`config.mk`:
```
export PLATFORM = sky130hd
export DESIGN_NAME = teclado_matriz
export DESIGN_NICKNAME = d
export VERILOG_FILES = /design/src/rtl/teclado_matriz.sv
export SDC_FILE = /design/constraint.sdc
export NUM_CORES = 1
export LEC_CHECK = 0
export ABC_AREA = 1
export CORE_UTILIZATION = 50
export CTS_CLUSTER_SIZE = 14
export DETAILED_ROUTE_END_ITERATION = 12
export PLACE_DENSITY = 0.73
export SKIP_LAST_GASP = 1
export SYNTH_ARGS = -nofsm -noshare
export SYNTH_HDL_FRONTEND = slang
export SYNTH_SLANG_ARGS = --single-unit
```
`constraint.sdc`:
```
create_clock -name clk -period 4.02 [get_ports clk]
set_input_delay 0.804 -clock clk [delete_from_list [all_inputs] [get_ports clk]]
set_output_delay 0.804 -clock clk [all_outputs]
set_load 0.02 [all_outputs]
```
`src/rtl/teclado_matriz.sv`:
```
// Matrix-keypad scanner: drives one column low at a time, debounces whole scan frames,
// rejects multi-key frames and hands each accepted press over a 1-deep valid/ready event.
module teclado_matriz #(
  parameter int N_FILAS         = 4,
  parameter int N_COLS          = 4,
  parameter int SCAN_DIV        = 13_500,
  parameter int DEBOUNCE_FRAMES = 4,
  localparam int KEYS = N_FILAS * N_COLS,
  localparam int CW   = ($clog2(KEYS) < 1) ? 1 : $clog2(KEYS)
) (
  input  logic               clk,
  input  logic               rst,
  input  logic [N_FILAS-1:0] filas,
  output logic [N_COLS-1:0]  columnas,
  output logic [CW-1:0]      codigo,
  output logic               tecla_valida,
  input  logic               tecla_listo,
  output logic               presionada,
  output logic               desborde
);

  localparam int SW   = $clog2(SCAN_DIV);
  localparam int COLW = (N_COLS > 1) ? $clog2(N_COLS) : 1;
  localparam int DW   = $clog2(DEBOUNCE_FRAMES + 1);

  // Handshake: an event is transferred on any rising clk edge where tecla_valida and
  // tecla_listo are both 1; codigo holds steady while tecla_valida is 1 and not transferred.

  typedef enum logic [1:0] {
    IDLE  = 2'd0,
    CAND  = 2'd1,
    PRESS = 2'd2
  } estado_t;

  estado_t estado;

  logic [N_FILAS-1:0] filas_m, filas_s;
  logic [SW-1:0]      scan_cnt;
  logic [COLW-1:0]    col_idx;
  logic [COLW-1:0]    col_sig;
  logic               muestra;
  logic               fin_trama;

  logic [1:0]    acc_n;
  logic [CW-1:0] acc_idx;
  logic [1:0]    n_col;
  logic [CW-1:0] idx_col;
  logic [2:0]    suma;
  logic [1:0]    n_trama;
  logic [CW-1:0] idx_trama;
  logic          cls_none, cls_single;

  logic [CW-1:0] cand;
  logic [DW-1:0] cnt, cnt_sig;
  logic [DW-1:0] rel, rel_sig;
  logic          emit;

  always_ff @(posedge clk) begin
    if (rst) begin
      filas_m <= '1;
      filas_s <= '1;
    end else begin
      filas_m <= filas;
      filas_s <= filas_m;
    end
  end

  assign muestra   = (scan_cnt == SW'(SCAN_DIV - 1));
  assign fin_trama = muestra && (col_idx == COLW'(N_COLS - 1));
  assign col_sig   = (col_idx == COLW'(N_COLS - 1)) ? '0 : col_idx + 1'b1;

  // columnas is registered so it moves together with col_idx on the wrap edge.
  always_ff @(posedge clk) begin
    if (rst) begin
      scan_cnt <= '0;
      col_idx  <= '0;
      columnas <= ~N_COLS'(1);
    end else if (muestra) begin
      scan_cnt <= '0;
      col_idx  <= col_sig;
      columnas <= ~(N_COLS'(1) << col_sig);
    end else begin
      scan_cnt <= scan_cnt + 1'b1;
    end
  end

  // Count low rows in the current column (saturating at 2) and remember the last one.
  always_comb begin
    n_col   = '0;
    idx_col = '0;
    for (int r = 0; r < N_FILAS; r++) begin
      if (!filas_s[r]) begin
        if (n_col != 2'd2) n_col = n_col + 2'd1;
        idx_col = CW'(r * N_COLS) + CW'(col_idx);
      end
    end
  end

  assign suma       = {1'b0, acc_n} + {1'b0, n_col};
  assign n_trama    = (suma >= 3'd2) ? 2'd2 : suma[1:0];
  assign idx_trama  = (n_col != 2'd0) ? idx_col : acc_idx;
  assign cls_none   = (n_trama == 2'd0);
  assign cls_single = (n_trama == 2'd1);

  always_ff @(posedge clk) begin
    if (rst) begin
      acc_n   <= '0;
      acc_idx <= '0;
    end else if (muestra) begin
      if (fin_trama) begin
        acc_n   <= '0;
        acc_idx <= '0;
      end else begin
        acc_n   <= n_trama;
        acc_idx <= idx_trama;
      end
    end
  end

  assign cnt_sig = cnt + 1'b1;
  assign rel_sig = rel + 1'b1;

  always_comb begin
    emit = 1'b0;
    if (fin_trama && cls_single) begin
      if (estado == IDLE && DEBOUNCE_FRAMES == 1)
        emit = 1'b1;
      else if (estado == CAND && idx_trama == cand && cnt_sig == DW'(DEBOUNCE_FRAMES))
        emit = 1'b1;
    end
  end

  always_ff @(posedge clk) begin
    if (rst) begin
      estado       <= IDLE;
      cand         <= '0;
      cnt          <= '0;
      rel          <= '0;
      presionada   <= 1'b0;
      codigo       <= '0;
      tecla_valida <= 1'b0;
      desborde     <= 1'b0;
    end else begin
      if (fin_trama) begin
        case (estado)
          IDLE: begin
            if (cls_single) begin
              cand <= idx_trama;
              cnt  <= DW'(1);
              rel  <= '0;
              if (DEBOUNCE_FRAMES == 1) begin
                estado     <= PRESS;
                presionada <= 1'b1;
              end else begin
                estado <= CAND;
              end
            end
          end
          CAND: begin
            if (cls_single && idx_trama == cand) begin
              cnt <= cnt_sig;
              if (cnt_sig == DW'(DEBOUNCE_FRAMES)) begin
                estado     <= PRESS;
                presionada <= 1'b1;
                rel        <= '0;
              end
            end else if (cls_single) begin
              cand <= idx_trama;
              cnt  <= DW'(1);
            end else begin
              estado <= IDLE;
            end
          end
          PRESS: begin
            // A different single key counts as the held key going away.
            if (cls_none || (cls_single && idx_trama != cand)) begin
              rel <= rel_sig;
              if (rel_sig == DW'(DEBOUNCE_FRAMES)) begin
                estado     <= IDLE;
                presionada <= 1'b0;
              end
            end else begin
              rel <= '0;
            end
          end
          default: estado <= IDLE;
        endcase
      end

      if (emit) begin
        if (!tecla_valida || tecla_listo) begin
          codigo       <= idx_trama;
          tecla_valida <= 1'b1;
        end else begin
          desborde <= 1'b1;
        end
      end else if (tecla_valida && tecla_listo) begin
        tecla_valida <= 1'b0;
      end
    end
  end

endmodule

```
==> reports/metrics.yaml, run 1 <==
setup_path:
  cp.required_ns: 4.25
  critical_path_arrival_ns: 3.64
  setup.worst_path.start_class: "flop"
  critical_path_class: "reg -> reg"
  worstSetupEndpointType: "flop"
  worst_r2r_path_depth: 22
  cp_max_fo: 8
placement:
  dp_hpwl_um: 3740
  routabilityCongestion: 0.837
  post_dp_cell_area_mm2: 0.00305
  number_of_port_buffers: 17
layout:
  ratio_of_cells_with_drive_above_1_in_the_final_layout: 0.125
  finish.net_count: 409
  sequential_cell_area_mm2: 0.00106
  final_area_mm2: 0.00315
  fillerInstances: 485
  area_growth_pct: 12.4
  antenna_cells_inserted: 0
  multiInputGateArea_mm2: 0.00151
cts:
  postCtsSetupBuffers: 0
  cts-root-buf: "sky130_fd_sc_hd__clkbuf_8"
  clock_tree.buffer_depth: 2
  ctsHtreeMaxLevel: 2
  worst_setup_hold_path_clk_slew_ns: 0.09
  cts_buffers: 5
  cts_num_sinks: 53
  holdBufCountCts: 0
  clock_tree_from_tritoncts: "done"
  cts.repair.resized: 0
  clk-insertion-delay-late_ns: 0.30
timing:
  final_min_period_over_clock_period: 0.847
  worstMarginPinSlew_ns: 0.697
  relSlewSlack: 0.535
  final-max-slew-violation-count: 0
  finalHoldViolCount: 0
  setup_violations: 0
  totalNegativeSetupSlack_ns: 0
  max_freq_ghz: 0.294
  period_needed_ns: 3.40
  grt_setup_unrepaired: "no"
  skew_ns: 0.00575
floorplanning:
  die_w_um: 76.9
  pin_count: 18
  floorplan.initialDensity: 0.532
  cell_row_count: 26
  dieHeight_um: 76.9
  die_area_mm2: 0.00591
  core_area_mm2: 0.00527
routing:
  vias_per_cell: 4.89
  drt-wirelength-per-cell_um: 11.0
  drt_first_iter_violations: 147
  drtAntennaViolNets: 0
  detailed_routing_iterations_pass_1: 4
  drc: 0
  wirelength_um: 4970
  vias: 2215
yosys:
  share_of_the_yosys_chip_area_belonging_to_registers: 0.378
  postSynthAreaPerCell_um2: 7.73
  ys_seq_elements: 53
  synthesis.nets: 389
  syn-instance-count: 363
  biggest_area_contributors_in_the_synthesized_netlist: "sky130_fd_sc_hd__dfxtp_1, sky130_fd_sc_hd__ha_1, sky130_fd_sc_hd__inv_1"
  synthFlopType: "sky130_fd_sc_hd__dfxtp_1"
  synth_edf_count: 0
  synth_top_cells_by_count: "sky130_fd_sc_hd__inv_1, sky130_fd_sc_hd__dfxtp_1, sky130_fd_sc_hd__nand2_1"
  yosys_warns: 0
  async_s_r_ff_share_synth: 0
  most_used_standard_cell_by_instance_count_after_synthesis: "sky130_fd_sc_hd__inv_1"
  synth_area_leader_cell: "sky130_fd_sc_hd__dfxtp_1"
  number_of_library_cell_types_mapped_by_synthesis: 38
  proportion_of_netlist_area_held_by_the_largest_area_contributor: 0.378
  synth.cell_area_mm2: 0.00281
worst_hold_path:
  hold_class: "reg -> reg"
  whs_path_depth: 1
pwr:
  vdd_drop_max_mv: 0.140
  cellPowerDensity_mw_per_mm2: 309
  leakagePower_uw: 0.00131
status:
  outcome: "finished, final reports clean"
job:
  maxCapViolations: 0
global_routing:
  pin_count_of_the_biggest_net_entering_global_routing: 22
  grt_overflow: 0
  grt_usage: 0.191
  global_route_wire_length_before_repair_um: 9180
  via_count_of_the_first_global_routing_pass: 2186
  grt_antenna_before_repair: 0
## critical path: stages, from the launching register on
cell and delay [ns]:
sky130_fd_sc_hd__dfxtp_1 0.40, sky130_fd_sc_hd__inv_1 0.06, sky130_fd_sc_hd__ha_1 0.27, sky130_fd_sc_hd__nand2_1 0.07, sky130_fd_sc_hd__and2_1 0.17, sky130_fd_sc_hd__ha_1 0.18, sky130_fd_sc_hd__or2_1 0.25, sky130_fd_sc_hd__nand2_4 0.15
sky130_fd_sc_hd__inv_1 0.06, sky130_fd_sc_hd__ha_1 0.18, sky130_fd_sc_hd__inv_1 0.07, sky130_fd_sc_hd__fa_1 0.40, sky130_fd_sc_hd__nand2_1 0.08, sky130_fd_sc_hd__inv_1 0.07, sky130_fd_sc_hd__nand2_1 0.12, sky130_fd_sc_hd__inv_1 0.09
sky130_fd_sc_hd__nand2_1 0.08, sky130_fd_sc_hd__nor2_2 0.05, sky130_fd_sc_hd__nand3_4 0.11, sky130_fd_sc_hd__nor2_8 0.06, sky130_fd_sc_hd__nor2_4 0.18, sky130_fd_sc_hd__o21ai_1 0.09, sky130_fd_sc_hd__a21oi_1 0.15
## layout by cell type (no fill, tap or decap), types with 3 or more instances in the layout
cell type                         count
sky130_fd_sc_hd__or2_2                9
sky130_fd_sc_hd__clkdlybuf4s50_1     17
sky130_fd_sc_hd__o22ai_1              5
sky130_fd_sc_hd__nand4_1              3
sky130_fd_sc_hd__o21ai_0              9
sky130_fd_sc_hd__nand3b_1             3
sky130_fd_sc_hd__nand2_2              7
sky130_fd_sc_hd__nand2_1             53
sky130_fd_sc_hd__nor2_2               6
sky130_fd_sc_hd__o21ai_1              5
sky130_fd_sc_hd__nor3_1               5
sky130_fd_sc_hd__o21a_1               5
sky130_fd_sc_hd__nand3_2              6
sky130_fd_sc_hd__o211ai_1             3
sky130_fd_sc_hd__ha_1                18
sky130_fd_sc_hd__clkbuf_8             5
sky130_fd_sc_hd__nand3_1             25
sky130_fd_sc_hd__nor2_1              42
sky130_fd_sc_hd__inv_1               55
sky130_fd_sc_hd__dfxtp_1             53
sky130_fd_sc_hd__a21oi_1             20
## cell type report
type,count,area share
multi-input cells,248,0.479
inverters,57,0.0678
well taps,70,0.0278
flip-flops and latches,53,0.336
clock buffers,5,0.0218
repair buffers,18,0.0563
clock inverters,2,0.0111
## flip-flops by register name, indices dropped and copies added (netlist names), 3 cells and up
register and count:
cnt 3, filas_m 4, acc_idx 4, scan_cnt 14, filas_s 4, columnas 4
rel 3, codigo 4, cand 4
## metal layers
layer  vias to the layer above  GRT usage  wire length [um]
li1                       1195          -                 -
met1                       988      0.233              2420
met2                        26      0.329              2330
met3                         6     0.0417               157
met4                         0     0.0673                65
met5                         -          0                 0
## stage by stage
stage	total power [uW]	util	hold slack [ns]	instances	setup slack, ns
global route	1020	0.599	0.426	453	0.281
CTS	987	0.599	0.419	453	0.602
detailed placement	641	0.579	0.392	446	0.612
finish	974	0.599	0.410	453	0.616
global placement	639	0.579	0.391	446	0.761
floorplan	620	-	0.389	363	0.898
## cell families after synthesis
family,count (synthesis),share of synthesized area
AND/OR/NAND/NOR,175,0.332
AO/OA/AOI/OAI,50,0.106
flip-flops,53,0.378
buffers and inverters,62,0.0834
XOR/XNOR,4,0.0125
adder cells (fa/ha/maj),19,0.0874
## power breakdown
part           total, uW  internal [uW]  switching (uW)
sequential           535            531            3.97
clock                346            181             165
combinational       93.5           33.7            59.8
## final timing paths
kind	startpoint	to	slack, ns
max	filas_s[1]	cand[2]	0.62
min	filas_m[0]	filas_s[0]	0.41
max reg2reg	filas_s[1]	cand[2]	0.62
min reg2reg	filas_m[0]	filas_s[0]	0.41
No activity file was read; power rests on OpenSTA's default activity.
==> run 2: changes to the inputs <==
--- a/config.mk
+++ b/config.mk
@@ -9,7 +9,7 @@
 export CORE_UTILIZATION = 50
 export CTS_CLUSTER_SIZE = 14
 export DETAILED_ROUTE_END_ITERATION = 12
-export PLACE_DENSITY = 0.73
+export PLACE_DENSITY = 0.76
 export SKIP_LAST_GASP = 1
 export SYNTH_ARGS = -nofsm -noshare
 export SYNTH_HDL_FRONTEND = slang
==> constraint.sdc (replaced) <==
create_clock -name clk -period 2.95 [get_ports clk]
set_input_delay 0.59 -clock clk [delete_from_list [all_inputs] [get_ports clk]]
set_output_delay 0.59 -clock clk [all_outputs]
set_load 0.02 [all_outputs]
==> reports/metrics.yaml, run 2 (same netlist as run 1, synthesis figures left out) <==
layout:
  final_cell_mix: "sky130_fd_sc_hd__dfxtp_1, sky130_fd_sc_hd__inv_1, sky130_fd_sc_hd__nand2_1, sky130_fd_sc_hd__nor2_1, sky130_fd_sc_hd__nand3_1"
  antenna_cells_inserted: 0
  layout_commonest_cell: "sky130_fd_sc_hd__dfxtp_1"
  sequential_cell_area_mm2: 0.00107
  fillerInstances: 450
  register_with_the_most_flip_flops: "scan_cnt"
  largest_register_ffs: 14
  finish.net_count: 426
  area_growth_pct: 22.5
  ratio_of_cells_with_drive_above_1_in_the_final_layout: 0.237
  multiInputGateArea_mm2: 0.00164
pwr:
  power_frac_comb: 0.125
  cellPowerDensity_mw_per_mm2: 414
  power.internal_uw: 1070
  power.share.sequential: 0.512
  fin_total_pwr_uw: 1420
  pwr-share-clk: 0.362
  vdd_drop_max_mv: 0.263
  power.share.switching: 0.244
  p_sw_uw: 347
  leakagePower_uw: 0.00139
cts:
  cts_num_sinks: 53
  clk-insertion-delay-late_ns: 0.31
  worst_setup_hold_path_clk_slew_ns: 0.09
  clock_tree_from_tritoncts: "done"
  holdBufCountCts: 0
  ctsHtreeMaxLevel: 2
  cts_buffers: 5
  clock_tree.buffer_depth: 2
  cts-root-buf: "sky130_fd_sc_hd__clkbuf_8"
worst_hold_path:
  hold_class: "reg -> reg"
  whs_path_depth: 1
timing:
  skew_ns: 0.00944
  final_min_period_over_clock_period: 1.03
  final.setup.worst_slack_ns: -0.0795
  grt_setup_unrepaired: "yes"
  final-max-slew-violation-count: 0
  period_needed_ns: 3.03
  finalHoldViolCount: 0
  max_freq_ghz: 0.330
  relSlewSlack: 0.557
  setup_violations: 12
  fin_hold_ws_ns: 0.414
  worstMarginPinSlew_ns: 0.664
routing:
  drt-wirelength-per-cell_um: 12.6
  vias: 2412
  wirelength_um: 5960
  drc: 0
  detailed_routing_iterations_pass_1: 4
  drt_first_iter_violations: 95
  vias_per_cell: 5.12
  drtAntennaViolNets: 0
floorplanning:
  dieHeight_um: 76.9
  die_w_um: 76.9
  die_area_mm2: 0.00591
  core_area_mm2: 0.00527
  pin_count: 18
  floorplan.initialDensity: 0.532
  cell_row_count: 26
setup_path:
  ordered_cell_list_for_the_critical_path: "inv_2, ha_4, nand2_2, and2_4, ha_4, or2_4, nand2_4, inv_2, ha_4, inv_2, fa_1, nand2_1, inv_2, nand2_2, inv_2, nand2_2, nor2_4, nand3_4, nor2_4, nor2_4, nand3_2, nand2_1, nand2_1, nor2_1"
  worst_path_most_repeated_cell: "sky130_fd_sc_hd__inv_2"
  cp_max_fo: 6
  cp.required_ns: 3.20
  worst_r2r_path_depth: 24
  setup.worst_path.start_class: "flop"
  worstSetupEndpointType: "flop"
  critical_path_arrival_ns: 3.28
  critPathSlowestCell: "sky130_fd_sc_hd__fa_1"
  slowest_delay_ns: 0.39
  critical_path_class: "reg -> reg"
placement:
  number_of_port_buffers: 17
  dp_hpwl_um: 4070
  post-place-ws_ns: -0.0797
  routabilityCongestion: 0.818
global_routing:
  grt_usage: 0.218
  global_route_wire_length_before_repair_um: 10300
  grt_antenna_before_repair: 0
  via_count_of_the_first_global_routing_pass: 2324
  pin_count_of_the_biggest_net_entering_global_routing: 18
  grt_overflow: 0
status:
  outcome: "finished with violations"
  failed_checks: "negative setup slack"
job:
  maxCapViolations: 0
==> run 2: cell types whose count changed in the layout (fill, tap and decap cells not counted), moves of 3 or more <==
cell	delta
sky130_fd_sc_hd__nand2_1	-8
sky130_fd_sc_hd__inv_2	+6
sky130_fd_sc_hd__nor2_1	-3
sky130_fd_sc_hd__ha_4	+4
sky130_fd_sc_hd__nor2_4	+5
sky130_fd_sc_hd__buf_4	+17
sky130_fd_sc_hd__nand2_2	+6
sky130_fd_sc_hd__ha_1	-5
sky130_fd_sc_hd__inv_1	-6
==> run 2: path summary, 6_finish.rpt <==
path | start | to | slack, ns
setup / recovery | filas_s[1] | estado[0] | -0.08
hold / removal | filas_m[1] | filas_s[1] | 0.41
setup reg to reg | filas_s[1] | estado[0] | -0.08
hold reg to reg | filas_m[1] | filas_s[1] | 0.41
==> run 2: critical path, delay by kind of cell (launching register included) <==
family | cells | cell delay, ns
DFF | 1 | 0.37
and+or+nand+nor | 15 | 1.43
adders and majority gates | 4 | 0.93
buffers and inverters | 5 | 0.22
==> run 2: power by group through the flow <==
stage               Combinational, uW  Sequential, uW  Clock [uW]
finish                            178             729         515
global route                      195             730         560
floorplan                         104             745           0
global placement                  143             745           0
CTS                               170             728         528
detailed placement                147             746           0
==> run 2: cell type report <==
type                       count  share of cell area
clock buffer                   6              0.0240
clock inverter                 2              0.0109
inverter                      57              0.0623
multi-input combinational    248               0.478
sequential                    53               0.310
tap                           70              0.0255
timing repair buffer          35              0.0889
==> run 2: what timing repair did <==
action,CTS,global route
buffers inserted,9,1
resized for setup,16,13
setup endpoints to repair,15,19
pin swaps,21,23
==> run 2: metal layers <==
layer | global-route usage | routed length [um] | up-vias
li1 | - | - | 1241
met3 | 0.0500 | 171 | 10
met1 | 0.259 | 2700 | 1130
met4 | 0.0615 | 83 | 0
met2 | 0.387 | 3010 | 31
met5 | 0 | 0 | -
==> run 2: through the flow <==
stage	instances	setup TNS (ns)	cell area, um^2	util
6_report	471	-0.605	3440	0.652
5_1_grt	471	-4.17	3440	0.652
4_1_cts	470	-0.258	3380	0.642
3_5_place_dp	453	-0.791	3130	0.593
3_3_place_gp	453	0	3130	0.593
2_1_floorplan	363	-0.330	2830	-
